### config.mk
export PLATFORM = sky130hd
export DESIGN_NAME = ripple_ca
export DESIGN_NICKNAME = d
export VERILOG_FILES = /design/src/rtl/ripple_ca.sv
export SDC_FILE = /design/constraint.sdc
export NUM_CORES = 1
export LEC_CHECK = 0
export ABC_AREA = 1
export ABC_CLOCK_PERIOD_IN_PS = 2000
export CORE_AREA = 2 2 39 41
export DETAILED_ROUTE_END_ITERATION = 10
export DIE_AREA = 0 0 41 43
export PLACE_DENSITY = 0.73
export SYNTH_ARGS = -nofsm -noshare
export SYNTH_HDL_FRONTEND = slang
export SYNTH_SLANG_ARGS = --single-unit
### constraint.sdc
create_clock -name clk -period 2 [get_ports clk]
set_input_delay 0.2 -clock clk [delete_from_list [all_inputs] [get_ports clk]]
set_output_delay 0.2 -clock clk [all_outputs]
set_load 0.02 [all_outputs]
### src/rtl/ripple_ca.sv
// Registered ripple-carry adder built from a chain of one-bit full-adder cells.
// Produces sum, carry-out and two's-complement overflow one cycle after sampling.
module ripple_ca #(
  parameter int WIDTH = 4
) (
  input  logic             clk,
  input  logic             rst_n,
  input  logic [WIDTH-1:0] a,
  input  logic [WIDTH-1:0] b,
  input  logic             cin,
  input  logic             in_valid,
  output logic [WIDTH-1:0] sumout,
  output logic             cout,
  output logic             ovf,
  output logic             out_valid
);

  logic [WIDTH:0]   w_c;
  logic [WIDTH-1:0] w_s;
  logic             w_ovf;

  logic [WIDTH-1:0] r_sum;
  logic             r_cout;
  logic             r_ovf;
  logic             r_valid;

  assign w_c[0] = cin;

  // Carry ripples cell to cell; no lookahead, so the chain stays explicit.
  generate
    for (genvar gi = 0; gi < WIDTH; gi++) begin : g_fa
      assign w_s[gi]   = a[gi] ^ b[gi] ^ w_c[gi];
      assign w_c[gi+1] = (a[gi] & b[gi]) | (a[gi] & w_c[gi]) | (b[gi] & w_c[gi]);
    end
  endgenerate

  assign w_ovf = w_c[WIDTH] ^ w_c[WIDTH-1];

  always_ff @(posedge clk) begin
    if (!rst_n) begin
      r_sum   <= '0;
      r_cout  <= 1'b0;
      r_ovf   <= 1'b0;
      r_valid <= 1'b0;
    end else begin
      r_valid <= in_valid;
      if (in_valid) begin
        r_sum  <= w_s;
        r_cout <= w_c[WIDTH];
        r_ovf  <= w_ovf;
      end
    end
  end

  assign sumout    = r_sum;
  assign cout      = r_cout;
  assign ovf       = r_ovf;
  assign out_valid = r_valid;

endmodule

==> impl_metrics.tcl <==
set metrics [dict create \
    status "finished clean" \
    drc 0 \
    ios 19 \
    pre_cts_slack_ps -448 \
    power_mw 0.400 \
    detailed_place_hpwl_um 537 \
    cts.path.max_buffers 2 \
    io_buffer_count 18 \
    met1_length_um 270 \
    tightest_slew_ps 418 \
    via_count 337 \
    fin_hold_ws_ps 473 \
    synth_compound_area_frac 0.0741 \
    gp_congestion 0.682 \
    maxCapViolCount 0 \
    dieArea_um2 1760 \
    synth-seq-cells 7 \
    powerDensity_nw_per_um2 656 \
    ir_drop_v 0.000250 \
    track_usage 0.101 \
    path_clk_slew_ps 50 \
    ys_seq_area_frac 0.377 \
    synth_cells 46 \
    grt_max_degree 13 \
    numCtsBuffers 3 \
    placed_cell_area_um2 568 \
    min_path_cells 2 \
    clock_sinks 7 \
    grt_first_pass_wirelength_um 1200 \
    worst-path-max-fanout 2 \
    ys_warn_count 0 \
    ys_top_cells_by_area "dfxtp_1 (38%), fa_1 (22%), nor2_1 (12%)" \
    slew_headroom 0.720 \
    top_layer_used "met3" \
    cts_tree "done" \
    initial_utilization 0.269 \
    drive_above_1_share 0.217 \
    drt-total-wl_um 647 \
    antenna_found_initial 0 \
    diodes 0 \
    fin_area_um2 611 \
    r2r-end "ovf$_SDFFE_PN0P_" \
    synthAdderAreaFrac 0.215 \
    yosysMostFrequentCell "nor2_1" \
    p_leak_nw 0.286 \
    syn-num-nets 62 \
    endpoint_kind "flip-flop" \
    synth_commonest_cells "nor2_1 (12), inv_1 (10), nand2_1 (8), dfxtp_1 (7), fa_1 (4)" \
    rsz0062_at_grt "false" \
    syn_to_final_growth_pct 64.3 \
    gr-total-overflow 0 \
    synth_flop_cell "dfxtp_1" \
    wl_met2_um 314 \
    coreArea_um2 1380 \
    rr_worst_depth 2 \
    first_iter_violations 7 \
    synth_edf_count 0 \
    nets 86 \
    worstSetupPathType "input port to flip-flop" \
    reg2reg_slack_ps 1400 \
    synthXorXnorAreaFrac 0 \
    setup_viol 0 \
    critPathArrivalTime_ps 2100 \
    dieHeight_um 43 \
    holdCritPathClass "flip-flop to flip-flop" \
    synth.mux.area_fraction 0 \
    first_pass_iters 3 \
    synthSimpleGateAreaFrac 0.202 \
    min_period_ps 1920 \
    cts-htree-levels 1 \
    synth_area_um2 372 \
    wl_per_cell_um 7.61 \
    yosysTopAreaCellShare 0.377 \
    critPathLaunchType "input port" \
    finalCritPeriodShare 0.958 \
    setup_ws_ps 84.6 \
    clock.fmax_mhz 522 \
    worstHoldStart "cout$_SDFFE_PN0P_" \
    insertion_delay_ps 240 \
    final_max_slew_viol_count 0 \
    holdPathEnd "cout$_SDFFE_PN0P_" \
    required_ps 2180 \
    clock-root-buffer "clkbuf_4" \
    final.setup_skew_ps 0 \
    grt_pass1_vias 302 \
    ys_types 8 \
    ant_nets 0 \
    synth_area_leader_cell "dfxtp_1" \
    viasPerCell 3.96 \
    row_count 14 \
    synth_top_family_by_area "adder cells" \
    syn_avg_cell_area_um2 8.08 \
    worstSetupStartpoint "b[0]" \
    r2r-start "ovf$_SDFFE_PN0P_" \
    hold_viol 0 \
    async_flop_share 0 \
    die_w_um 41 \
    route.met3.wl_um 62 \
]
[sequential cells by signal, indices dropped and copies added (netlist names)]
signal and flops:
sumout 4, out_valid 1, ovf 1, cout 1
[layer usage]
layer  global-route usage  up-vias
met1                0.131      147
met4               0.0400        0
met3               0.0471        0
met2                0.141       13
li1                     -      177
met5                    0        -
[final cells by class]
| type | instances | area (um2) |
|---|---|---|
| Multi-Input combinational cell | 28 | 193 |
| Timing Repair Buffer | 20 | 194 |
| Sequential cell | 7 | 140 |
| Tap cell | 16 | 20.0 |
| Fill cell | 137 | 773 |
| Clock buffer | 4 | 26.3 |
| Inverter | 10 | 37.5 |
[critical path, stage by stage]
cell	delay, ps
dlygate4sd2_1	240
inv_2	50
fa_2	180
inv_2	40
fa_2	350
fa_2	350
inv_2	70
fa_2	420
nand2_1	70
nand2_1	60
nor2_1	80
[per-stage QoR]
step / setup TNS, ps / cells / util
after floorplan: 0 / 46 / -
after global placement: -1090 / 80 / 0.410
after detailed placement: -1240 / 80 / 0.410
after CTS: 0 / 84 / 0.436
after global routing: 0 / 85 / 0.441
final: 0 / 85 / 0.441
[worst max path at each step]
stage | endpoint | slack (ps)
floorplan | sumout[3]$_SDFFE_PN0P_ | 70
global placement | sumout[3]$_SDFFE_PN0P_ | -400
detailed placement | sumout[3]$_SDFFE_PN0P_ | -450
CTS | sumout[3]$_SDFFE_PN0P_ | 20
global route | sumout[3]$_SDFFE_PN0P_ | 20
finish | sumout[3]$_SDFFE_PN0P_ | 80
[cell usage in the layout, fill, tap and decap left out, types with 2 or more instances in the layout]
cell,instances
buf_4,2
clkbuf_4,3
clkdlybuf4s15_1,2
clkdlybuf4s50_1,15
dfxtp_1,7
fa_2,4
inv_1,6
inv_2,4
nand2_1,8
nor2_1,12
o21ai_1,2
o21ai_2,2
[logic make-up (layout without fill, tap and decap cells)]
group / count (synthesis) / after routing
adders and majority gates: 4 / 4
and+or+nand+nor: 20 / 20
AOI/OAI and AO/OA: 4 / 4
DFF: 7 / 7
buffers and inverters: 11 / 34
[power breakdown]
part | switching [mW] | internal [mW] | total, mW
Combinational | 0.0535 | 0.0628 | 0.116
Clock | 0.0499 | 0.0760 | 0.126
Sequential | 0.00625 | 0.152 | 0.158
Total | 0.110 | 0.291 | 0.400
[timing repair]
| item | 4_1_cts | 5_1_grt |
|---|---|---|
| hold buffers | 0 | 0 |
| gates resized for setup | 13 | 0 |
| buffers inserted | 0 | 1 |
| setup endpoints to repair | 3 | 1 |
| pin swaps | 5 | 3 |
No activity file was read; power rests on OpenSTA's default activity.
